### src/rtl/sw_debounce.sv
// Per-channel switch conditioning: 2-flop synchroniser, stability-count debounce,
// registered rise/fall pulses and an LED output selectable between level and toggle.
module sw_debounce #(
  parameter int N      = 16,
  parameter int CNT_W  = 20,
  parameter int STABLE = 1000000
) (
  input  logic         clk,
  input  logic         rst,
  input  logic [N-1:0] sw_in,
  input  logic [N-1:0] mode,
  input  logic         clr,
  output logic [N-1:0] level,
  output logic [N-1:0] rise,
  output logic [N-1:0] fall,
  output logic [N-1:0] led,
  output logic         any_change
);

  localparam logic [CNT_W-1:0] TC = CNT_W'(STABLE - 1);

  logic [N-1:0]     s1_q, s1_d;
  logic [N-1:0]     s2_q, s2_d;
  logic [N-1:0]     level_q, level_d;
  logic [N-1:0]     rise_q, rise_d;
  logic [N-1:0]     fall_q, fall_d;
  logic [N-1:0]     tog_q, tog_d;
  logic [CNT_W-1:0] cnt_q [N];
  logic [CNT_W-1:0] cnt_d [N];

  always_comb begin
    s1_d    = sw_in;
    s2_d    = s1_q;
    level_d = level_q;
    rise_d  = '0;
    fall_d  = '0;
    tog_d   = tog_q;
    for (int i = 0; i < N; i++) begin
      cnt_d[i] = cnt_q[i];
      // The counter only runs while the synchronised input disagrees with level.
      if (s2_q[i] == level_q[i]) begin
        cnt_d[i] = '0;
      end else if (cnt_q[i] == TC) begin
        level_d[i] = s2_q[i];
        cnt_d[i]   = '0;
        rise_d[i]  = s2_q[i];
        fall_d[i]  = ~s2_q[i];
      end else begin
        cnt_d[i] = cnt_q[i] + CNT_W'(1);
      end
      // Toggle reacts to the visible rise pulse, so it lags level by one cycle.
      if (clr) begin
        tog_d[i] = 1'b0;
      end else if (rise_q[i] && mode[i]) begin
        tog_d[i] = ~tog_q[i];
      end
    end
  end

  always_ff @(posedge clk or negedge rst) begin
    if (!rst) begin
      s1_q    <= '0;
      s2_q    <= '0;
      level_q <= '0;
      rise_q  <= '0;
      fall_q  <= '0;
      tog_q   <= '0;
      for (int i = 0; i < N; i++) cnt_q[i] <= '0;
    end else begin
      s1_q    <= s1_d;
      s2_q    <= s2_d;
      level_q <= level_d;
      rise_q  <= rise_d;
      fall_q  <= fall_d;
      tog_q   <= tog_d;
      for (int i = 0; i < N; i++) cnt_q[i] <= cnt_d[i];
    end
  end

  assign level      = level_q;
  assign rise       = rise_q;
  assign fall       = fall_q;
  assign led        = (mode & tog_q) | (~mode & level_q);
  assign any_change = |(rise_q | fall_q);

endmodule
### config.mk
export PLATFORM = sky130hd
export DESIGN_NAME = sw_debounce
export DESIGN_NICKNAME = d
export VERILOG_FILES = /design/src/rtl/sw_debounce.sv
export SDC_FILE = /design/constraint.sdc
export NUM_CORES = 1
export LEC_CHECK = 0
export BUFFER_PORTS_ARGS = -buffer_cell sky130_fd_sc_hd__buf_2
export CORE_ASPECT_RATIO = 0.5
export CORE_MARGIN = 2
export CORE_UTILIZATION = 65
export CTS_BUF_LIST = sky130_fd_sc_hd__clkbuf_16
export DETAILED_ROUTE_END_ITERATION = 16
export GPL_ROUTABILITY_DRIVEN = 0
export GPL_TIMING_DRIVEN = 0
export PLACE_DENSITY = 0.83
export SKIP_CTS_REPAIR_TIMING = 1
export SLEW_MARGIN = 10
export SYNTH_ARGS = -nofsm -noshare
export SYNTH_HDL_FRONTEND = slang
export SYNTH_SLANG_ARGS = --single-unit
### constraint.sdc
create_clock -name clk -period 6.55 [get_ports clk]
set_input_delay 0.9825 -clock clk [delete_from_list [all_inputs] [get_ports clk]]
set_output_delay 0.9825 -clock clk [all_outputs]
set_load 0.03 [all_outputs]
== Word level (Yosys, flattened, before mapping) ==
Cells that the tools add are included.

* Register bits: 416
* Input bits: 35
* Output and inout port bits: 65
* Word-level logic and storage cells: 330

* Add/sub/neg operators: 16
* Equal/unequal tests: 32
* Multiplexer cells: 128
* Bitwise gates (word level): 53
* Reductions and logical operators: 49

{| class="wikitable"
|+ Operator list
! operator !! count
|-
| $mux W20 || 32
|-
| $add A20 B1 Y20 const B || 16
|-
| $eq A20 B20 Y1 const B || 16
|-
| $mux W1 || 96
|-
| $not A1 Y1 || 48
|-
| $and A16 B16 Y16 || 2
|-
| $or A16 B16 Y16 || 2
|-
| $reduce_and A2 Y1 || 16
|-
| $reduce_bool A2 Y1 || 16
|-
| $eq A1 B1 Y1 || 16
|-
| $logic_and A1 B1 Y1 || 16
|-
| $not A16 Y16 || 1
|-
| $reduce_or A16 Y1 || 1
|}

== Logic depth before layout (Yosys ltp) ==
Gate-level depths: netlist (run 1).

* Depth in word-level cells: 3
* Mapped depth: 7
* Mapped depth without buffers: 5

== Worst setup path before layout (run 1) ==
Ideal clock, no wire load.

* Kind: input -> output
* Start: input port mode[0]
* End: output port led[0]
* Data arrival time: 1.374 ns
* Required time: 5.568 ns
* Slack: 4.194 ns
* Stages on the path: 1
* Cells stage by stage: mux2_2

* Word-level cells in the longest chain between the ends: 3
* Elaborated cells on any way between the ends: 4
* Classes of those cells: bitwise (4)

{| class="wikitable"
|+ RTL lines
! item !! line !! text
|-
| start, declared || 11 || <nowiki>input logic [N-1:0] mode,</nowiki>
|-
| $not A16 Y16 || 83 || <nowiki>assign led = (mode & tog_q) | (~mode & level_q);</nowiki>
|-
| $and A16 B16 Y16 || 83 ||
|-
| $or A16 B16 Y16 * || 83 ||
|-
| end, declared || 16 || <nowiki>output logic [N-1:0] led,</nowiki>
|}

Every way passes the cells marked *; elsewhere a longest branch is shown, timed or not.

== Worst setup path in the final report (run 1) ==
* Start: register rise_q[4], in the netlist rise[4]
* End: output port any_change

* Word-level cells in the longest chain between the ends: 2

{| class="wikitable"
|+ RTL lines
! item !! line !! text
|-
| start, declared || 25 || <nowiki>logic [N-1:0] rise_q, rise_d;</nowiki>
|-
| start signal, assigned || 73 || <nowiki>rise_q <= rise_d;</nowiki>
|-
| $or A16 B16 Y16 || 84 || <nowiki>assign any_change = |(rise_q | fall_q);</nowiki>
|-
| $reduce_or A16 Y1 || 84 ||
|-
| end, declared || 17 || <nowiki>output logic any_change</nowiki>
|}

Every way passes these cells.

==> results.yml, run 1 <==
outcome:
  status: "finished clean"
detailed_routing:
  num_vias: 14711
  drc_errors: 0
  drt_wl_total_mm: 39.8
  wl_per_cell_um: 16.1
  routed_via_density: 5.95
  ant_nets: 0
  drtIter0Drc: 1179
  dr.pass1.iters: 8
finish:
  fin_cells: 2473
  layout_commonest_cell: "dfrtp_1"
  final_nets: 2106
  final_cell_mix: "dfrtp_1 (416), nor2_1 (243), nand3_1 (133), xor2_1 (110), xnor2_1 (106)"
  n_fill_cell: 1962
  final_area_sq_mm: 0.0217
  area_delta_synth_final_pct: 11.3
  drive_gt1_frac: 0.106
timing:
  skew_ns: 0.0103
  slew_violations: 0
  hold_ws_ns: 0.310
  finalHoldViolCount: 0
  setup_tns_ns: 0
  setup_violations: 0
  worstMarginPinSlew_ns: 1.36
  max_slew_margin: 0.0868
  rsz0062_at_grt: "false"
  period_needed_ns: 3.72
  max_freq_mhz: 269
  timing.final.crit_share: 0.568
  layout_setup_ws_ns: 2.83
power_and_ir_drop:
  power_density_mw_per_mm2: 223
  power_frac_seq: 0.546
  p_sw_frac: 0.223
  peakVddDrop_v: 0.000159
  leakage_nw: 9.09
  combPwrFrac: 0.034
  p_int_w: 0.00375
  p_sw_w: 0.00108
  pwr-share-clk: 0.420
critical_path:
  worstPathArrival_ns: 2.74
  worstSetupEndpointType: "output pin"
  startpoint_type: "register"
  rrSetupSlack_ns: 4.01
  r2r_end: "cnt_q[109]"
  r2r_start: "cnt_q[106]"
  cp_max_fo: 3
  reg2reg_depth: 5
  crit_required_ns: 5.57
  critical_path_class: "register to output pin"
floorplan:
  die-area_sq_mm: 0.0315
  die_h_um: 126
  core-area_sq_mm: 0.0292
  fp-row-count: 44
  io_pins: 100
  initial_utilization: 0.667
  die_w_um: 249
placed_design:
  place_ws_ns: 3.46
  port_buffers: 98
  place_area_sq_mm: 0.0206
  dp_hpwl_mm: 26.4
  dp.cells: 2408
global_routing:
  grt_max_degree: 115
  grt_use_total: 0.260
  overflow: 0
  grt_pass1_wl_mm: 68.3
  grt_antenna_before_repair: 1
  grt_pass1_vias: 14378
synthesis:
  syn-num-nets: 1966
  ys.flop_type: "dfrtp_1"
  syn_inst: 1915
  synth_cell_types: 50
  ys_seq_elements: 416
  synth_edf_count: 0
  netlist_area_sq_mm: 0.0195
  yosys.area_share.simple: 0.250
  synthAdderAreaFrac: 0.0103
  synth_warnings: 0
  syn_avg_cell_area_sq_um: 10.2
  synth-compound-area-share: 0.0685
  synth-seq-area-share: 0.534
  synth_mux_area_frac: 0.0192
  synth_top_family_by_area: "simple AND/OR/NAND/NOR gates"
  yosys.area_share.xor_xnor: 0.0970
  synth-async-reset-ratio: 1.00
cts:
  numCtsBuffers: 36
  cts_sinks: 416
  cts_tree: "yes"
  insertion_delay_ns: 0.53
  cts_max_path_buffers: 3
  htreeDepth: 2
  clk_pin_slew_worst_paths_ns: 0.07
  cts-root-buf: "clkbuf_16"
flow_run:
  maxCapViolCount: 0
worst_hold_path:
  hp-class: "input pin to asynchronous set/reset pin"
-- state kept, by name, indices dropped and copies added (netlist names) --
register / flops
cnt_q: 320
s2_q: 16
tog_q: 16
rise: 16
level: 16
fall: 16
s1_q: 16
-- power groups by stage --
| stage | registers, W | logic, W | clock network [W] |
|---|---|---|---|
| floorplan | 0.00268 | 0.0000731 | 0 |
| global placement | 0.00269 | 0.000155 | 0 |
| detailed placement | 0.00269 | 0.000167 | 0 |
| CTS | 0.00264 | 0.000168 | 0.00207 |
| global route | 0.00264 | 0.000189 | 0.00218 |
| finish | 0.00264 | 0.000163 | 0.00203 |
-- metrics by stage --
stage | utilization | total power [W]
2_1_floorplan | - | 0.00275
3_3_place_gp | 0.701 | 0.00284
3_5_place_dp | 0.705 | 0.00285
4_1_cts | 0.742 | 0.00488
5_1_grt | 0.742 | 0.00501
6_report | 0.742 | 0.00483
-- synth_stat cells (44+ instances only) --
library cell / instances / share of area
a21oi_1: 101 / 0.026
clkbuf_1: 44 / 0.0085
dfrtp_1: 416 / 0.53
inv_1: 55 / 0.011
nand2_1: 104 / 0.020
nand3_1: 133 / 0.034
nand4_1: 60 / 0.019
nor2_1: 243 / 0.047
o21ai_0: 59 / 0.015
or3_1: 65 / 0.021
or4_1: 78 / 0.030
xnor2_1: 106 / 0.048
xor2_1: 110 / 0.049
-- worst max-delay path: stages (launching register included) --
cell and delay [ns]:
dfrtp_1 0.41, nor4_1 1.12, nand4_1 0.18, or2_2 0.33, buf_2 0.18
-- cell type report --
class	count	area (sq um)	area share
inverter	55	206	0.00952
sequential	416	10400	0.480
tap	391	489	0.0226
antenna	2	5.00	0.000231
buffer	50	198	0.00911
clock buffer	37	926	0.0427
timing repair buffer	102	611	0.0281
multi-input combinational	1394	8680	0.400
clock inverter	26	164	0.00756
-- worst max path at each step --
stage,to,start,depth (start not counted),slack [ns]
after CTS,any_change,rise[4],4,2.88
after global placement,cnt_q[205],rst,1,-3.52
after detailed placement,any_change,fall[4],4,3.46
after floorplan,led[0],mode[0],1,4.19
final,any_change,rise[4],4,2.83
after global routing,any_change,rise[4],4,2.84
-- layer usage --
layer | global-route usage | vias to the layer above | wire, um
li1 | - | 7125 | -
met1 | 0.353 | 7248 | 18100
met3 | 0.0376 | 67 | 1410
met4 | 0.0784 | 0 | 904
met2 | 0.441 | 271 | 19400
met5 | 0 | - | 0
-- cell families after synthesis --
group / count (synthesis)
adders and majority gates: 16
buffers and inverters: 105
AOI/OAI and AO/OA: 222
and+or+nand+nor: 907
xor gates and xnor gates: 216
DFF: 416
muxes: 33
Note: power is estimated with default switching activity, not from simulation.
==> run 2, diff against run 1 <==
Settings changed: CORE_UTILIZATION 65 to 56, PLACE_DENSITY 0.83 to 0.76.
Clock period 6.55 ns to 3.03 ns, I/O delays scaled along.
==> run 2 against run 1 <==
Effect of this change:
- via count is 1.6% lower
- combinational power is 120% higher
- first-iteration DRC count is 33% lower
- total power is 130% higher
- wire length is 2.8% lower
- sequential share of layout area is 0.63 points lower
- critical path depth stayed put
- global-route usage is 3.9 points lower
- die area is 16% higher
- highest routed layer unchanged
==> results.yml, run 2 (same netlist as run 1, synthesis figures left out) <==
outcome:
  status: "finished clean"
finish:
  final_nets: 2110
  max_flop_register: "cnt_q"
  n_fill_cell: 2767
  layout_commonest_cell: "dfrtp_1"
  drive_gt1_frac: 0.111
  largest_reg_flops: 320
  final_cell_mix: "dfrtp_1 (416), nor2_1 (243), nand3_1 (133), xor2_1 (110), xnor2_1 (106)"
  fin_cells: 2561
  area_delta_synth_final_pct: 12.7
  antenna_cells: 0
  fin_util: 0.639
floorplan:
  die-area_sq_mm: 0.0364
  fp-row-count: 48
  core-area_sq_mm: 0.0344
  io_pins: 100
  die_w_um: 268
  initial_utilization: 0.567
  die_h_um: 136
global_routing:
  grt_max_degree: 113
  grt_antenna_before_repair: 0
  grt_pass1_vias: 13883
  grt_pass1_wl_mm: 66.5
  grt_use_total: 0.220
  overflow: 0
timing:
  layout_setup_ws_ns: 0.293
  finalHoldViolCount: 0
  skew_ns: 0.0204
  setup_violations: 0
  worstMarginPinSlew_ns: 0.843
  slew_violations: 0
  max_freq_mhz: 365
  rsz0062_at_grt: "false"
  setup_tns_ns: 0
  timing.final.crit_share: 0.903
  max_slew_margin: 0.438
  period_needed_ns: 2.74
worst_hold_path:
  hp-class: "input pin to register"
critical_path:
  startpoint_type: "register"
  cp_top_family: "simple AND/OR/NAND/NOR gates"
  path_cells: "nor4_1, nand4_1, or2_2, buf_2"
  critPathSlowestCell: "nor4_1"
  worstPathArrival_ns: 2.28
  cp_max_fo: 3
  critPathBufInv: 1
  critical_path_class: "register to output pin"
  worstSetupEndpointType: "output pin"
  slowest_delay_ns: 0.70
  crit_required_ns: 2.58
cts:
  cts-root-buf: "clkbuf_16"
  numCtsBuffers: 38
  clk_pin_slew_worst_paths_ns: 0.07
  insertion_delay_ns: 0.54
  htreeDepth: 2
  cts_tree: "yes"
  cts_sinks: 416
  cts_max_path_buffers: 3
placed_design:
  port_buffers: 98
  dp_hpwl_mm: 26.5
  dp.cells: 2492
  place_ws_ns: 0.454
detailed_routing:
  routed_via_density: 5.65
  drt_wl_total_mm: 38.7
  num_vias: 14475
  dr.pass1.iters: 4
  wl_per_cell_um: 15.1
  drc_errors: 0
  drtIter0Drc: 790
  ant_nets: 0
power_and_ir_drop:
  leakage_nw: 9.17
  power_density_mw_per_mm2: 497
  peakVddDrop_v: 0.000486
flow_run:
  maxCapViolCount: 0
[run 2: cell count changes in the layout (fill, tap and decap cells not counted), sizes merged]
cell / delta
bufinv: +3
clkbuf: +2
diode: -2
dlygate4sd3: +2
clkinv: +1
clkinvlp: -1
inv: -1
[run 2: cell type report]
cell class	instances	area [sq um]	share of cell area
plain buffers	50	198	0.00899
clock buffers	39	976	0.0444
clock inverters	28	277	0.0126
inverters	55	206	0.00939
multi-input cells	1394	8690	0.395
flip-flops and latches	416	10400	0.474
well taps	475	594	0.0270
repair buffers	104	631	0.0287
[run 2: worst paths after layout]
kind                            cells after the start  slack [ns]          to      start
worst max register to register                      6        0.54   cnt_q[67]  cnt_q[60]
worst max-delay path                                4        0.29  any_change   rise[14]
worst min register to register                      0        0.34     s2_q[6]    s1_q[6]
min in group asynchronous                           2        0.42  cnt_q[227]        rst
worst min-delay path                                1        0.02    s1_q[10]  sw_in[10]
max in group asynchronous                           4        1.47   cnt_q[78]        rst
[run 2: report_power, final]
group | leakage [nW] | switching [W] | internal, W
Sequential | 5.70 | 0.0000767 | 0.00563
Clock | 0.642 | 0.00209 | 0.00278
Combinational | 2.83 | 0.000247 | 0.000111
[run 2: worst register-to-register path: stages, from the launching register on]
cell and delay (ns):
dfrtp_1 0.42, ha_1 0.24, nand4_1 0.28, or2_2 0.42, o31ai_4 0.48, clkbuf_1 0.41, nor2_1 0.10
[run 2: metrics by stage]
step	area [sq um]	total power, W	hold slack, ns
after CTS	22000	0.0111	-0.149
after global routing	22000	0.0114	0.00333
after detailed placement	20700	0.00617	0.335
after floorplan	19500	0.00595	0.159
final	22000	0.0109	0.0217
after global placement	20600	0.00614	0.332
[run 2: metal layers]
| metal | vias to the layer above | track usage | routed length (um) |
|---|---|---|---|
| li1 | 7131 | - | - |
| met1 | 7123 | 0.301 | 18000 |
| met2 | 171 | 0.368 | 18600 |
| met3 | 50 | 0.0360 | 1200 |
| met4 | 0 | 0.0636 | 921 |
| met5 | - | 0 | 0 |
==> run 3, diff against run 2 <==
Settings changed: CELL_PAD_IN_SITES_DETAIL_PLACEMENT from default to 1, CELL_PAD_IN_SITES_GLOBAL_PLACEMENT from default to 2, CORE_UTILIZATION 56 to 36, CTS_BUF_LIST sky130_fd_sc_hd__clkbuf_16 to default, PLACE_DENSITY 0.76 to 0.74.
==> run 3 against run 2 <==
Effect of this change:
- the flow now finishes with violations (negative hold slack)
- sequential power hardly changed
- critical endpoint unchanged
- critical path type unchanged
- highest routed layer unchanged
- largest cell class unchanged
- global-route usage is 5.6 points lower
- largest power group is now clock
- sequential cell count stayed put
- first-iteration DRC count is 25% lower
==> results.yml, run 3 (same netlist as run 1, synthesis figures left out) <==
outcome:
  status: "complete, but fails checks"
  failed_checks: "negative hold slack"
critical_path:
  crit_required_ns: 2.58
  worstSetupEndpointType: "output pin"
  cp_top_family: "simple AND/OR/NAND/NOR gates"
  rrSetupSlack_ns: 0.45
  startpoint_type: "register"
  critical_path_class: "register to output pin"
  cp_max_fo: 3
  slowest_delay_ns: 0.79
  path_cells: "nor4_1, nand4_1, or2_2, buf_2"
  critPathSlowestCell: "nor4_1"
  worstPathArrival_ns: 2.42
  critPathBufInv: 1
floorplan:
  initial_utilization: 0.364
  die-area_sq_mm: 0.0562
  fp-row-count: 60
  io_pins: 100
  die_h_um: 169
  core-area_sq_mm: 0.0536
  die_w_um: 333
finish:
  antenna_cells: 0
  drive_gt1_frac: 0.118
  final_area_sq_mm: 0.0227
  max_flop_register: "cnt_q"
  final_nets: 2126
  area_delta_synth_final_pct: 16.6
  largest_reg_flops: 320
  layout_commonest_cell: "dfrtp_1"
  final_cell_mix: "dfrtp_1 (416), nor2_1 (243), nand3_1 (133), xor2_1 (110), xnor2_1 (106)"
placed_design:
  place_area_sq_mm: 0.0210
  dp_hpwl_mm: 30.7
  port_buffers: 98
  place_ws_ns: 0.391
timing:
  rsz0062_at_grt: "false"
  worstMarginPinSlew_ns: 0.919
  timing.final.crit_share: 0.949
  max_slew_margin: 0.382
  skew_ns: 0.0199
  layout_setup_ws_ns: 0.154
  slew_violations: 0
  setup_violations: 0
  finalHoldViolCount: 91
  period_needed_ns: 2.88
  setup_tns_ns: 0
  max_freq_mhz: 348
  hold_ws_ns: -0.0427
cts:
  cts_sinks: 416
  cts_tree: "yes"
  cts-root-buf: "clkbuf_16"
  htreeDepth: 2
  numCtsBuffers: 42
  cts_max_path_buffers: 3
  insertion_delay_ns: 0.56
  clk_pin_slew_worst_paths_ns: 0.06
global_routing:
  grt_antenna_before_repair: 1
  grt_use_total: 0.164
  grt_max_degree: 99
  grt_pass1_vias: 15246
  overflow: 0
  grt_pass1_wl_mm: 77.9
power_and_ir_drop:
  leakage_nw: 9.37
  power_density_mw_per_mm2: 528
  peakVddDrop_v: 0.000344
detailed_routing:
  wl_per_cell_um: 15.9
  num_vias: 14643
  dr.pass1.iters: 6
  ant_nets: 0
  drc_errors: 0
  drtIter0Drc: 594
  routed_via_density: 5.19
  drt_wl_total_mm: 44.9
flow_run:
  maxCapViolCount: 0
worst_hold_path:
  hp-class: "input pin to asynchronous set/reset pin"
-- run 3: changes by cell type in the layout (fill, tap and decap cells not counted), sizes merged --
cell / previous run / this run
inv: 64 / 55
bufinv: 5 / 9
clkbuf: 83 / 98
dlygate4sd3: 2 / 14
clkinvlp: 1 / 0
-- run 3: worst paths after layout --
kind,startpoint,end,cells after the start
worst max-delay path,rise[14],any_change,4
worst min-delay path,rst,cnt_q[230],1
worst max register to register,cnt_q[15],cnt_q[9],5
worst min register to register,s1_q[9],s2_q[9],0
max in group asynchronous,rst,cnt_q[245],4
min in group clk,sw_in[14],s1_q[14],1
-- run 3: layout make-up --
class	count	area, sq um
Timing Repair Buffer	116	751
Sequential cell	416	10400
Multi-Input combinational cell	1394	8690
Tap cell	713	892
Buffer	50	198
Inverter	55	206
Clock inverter	22	350
Fill cell	6044	30900
Clock buffer	54	1230
-- run 3: routing by layer --
layer,GRT usage,vias up,part of all wire
met5,0,-,0
met4,0.0315,0,0.015
met3,0.0239,52,0.023
met2,0.272,84,0.47
met1,0.231,7361,0.50
li1,-,7146,-
-- run 3: power breakdown --
| part | switching [W] | total (W) | internal (W) |
|---|---|---|---|
| clock network | 0.00228 | 0.00592 | 0.00364 |
| registers | 0.0000785 | 0.00571 | 0.00563 |
| logic | 0.000258 | 0.000379 | 0.000121 |
-- run 3: per-stage QoR --
stage	instances	hold slack [ns]	util	power, W
final	2820	-0.0427	0.424	0.0120
after global placement	2726	0.332	0.390	0.00617
after CTS	2806	-0.0367	0.421	0.0122
after detailed placement	2730	0.337	0.392	0.00619
after floorplan	1915	0.159	-	0.00595
after global routing	2820	0.00252	0.424	0.0125
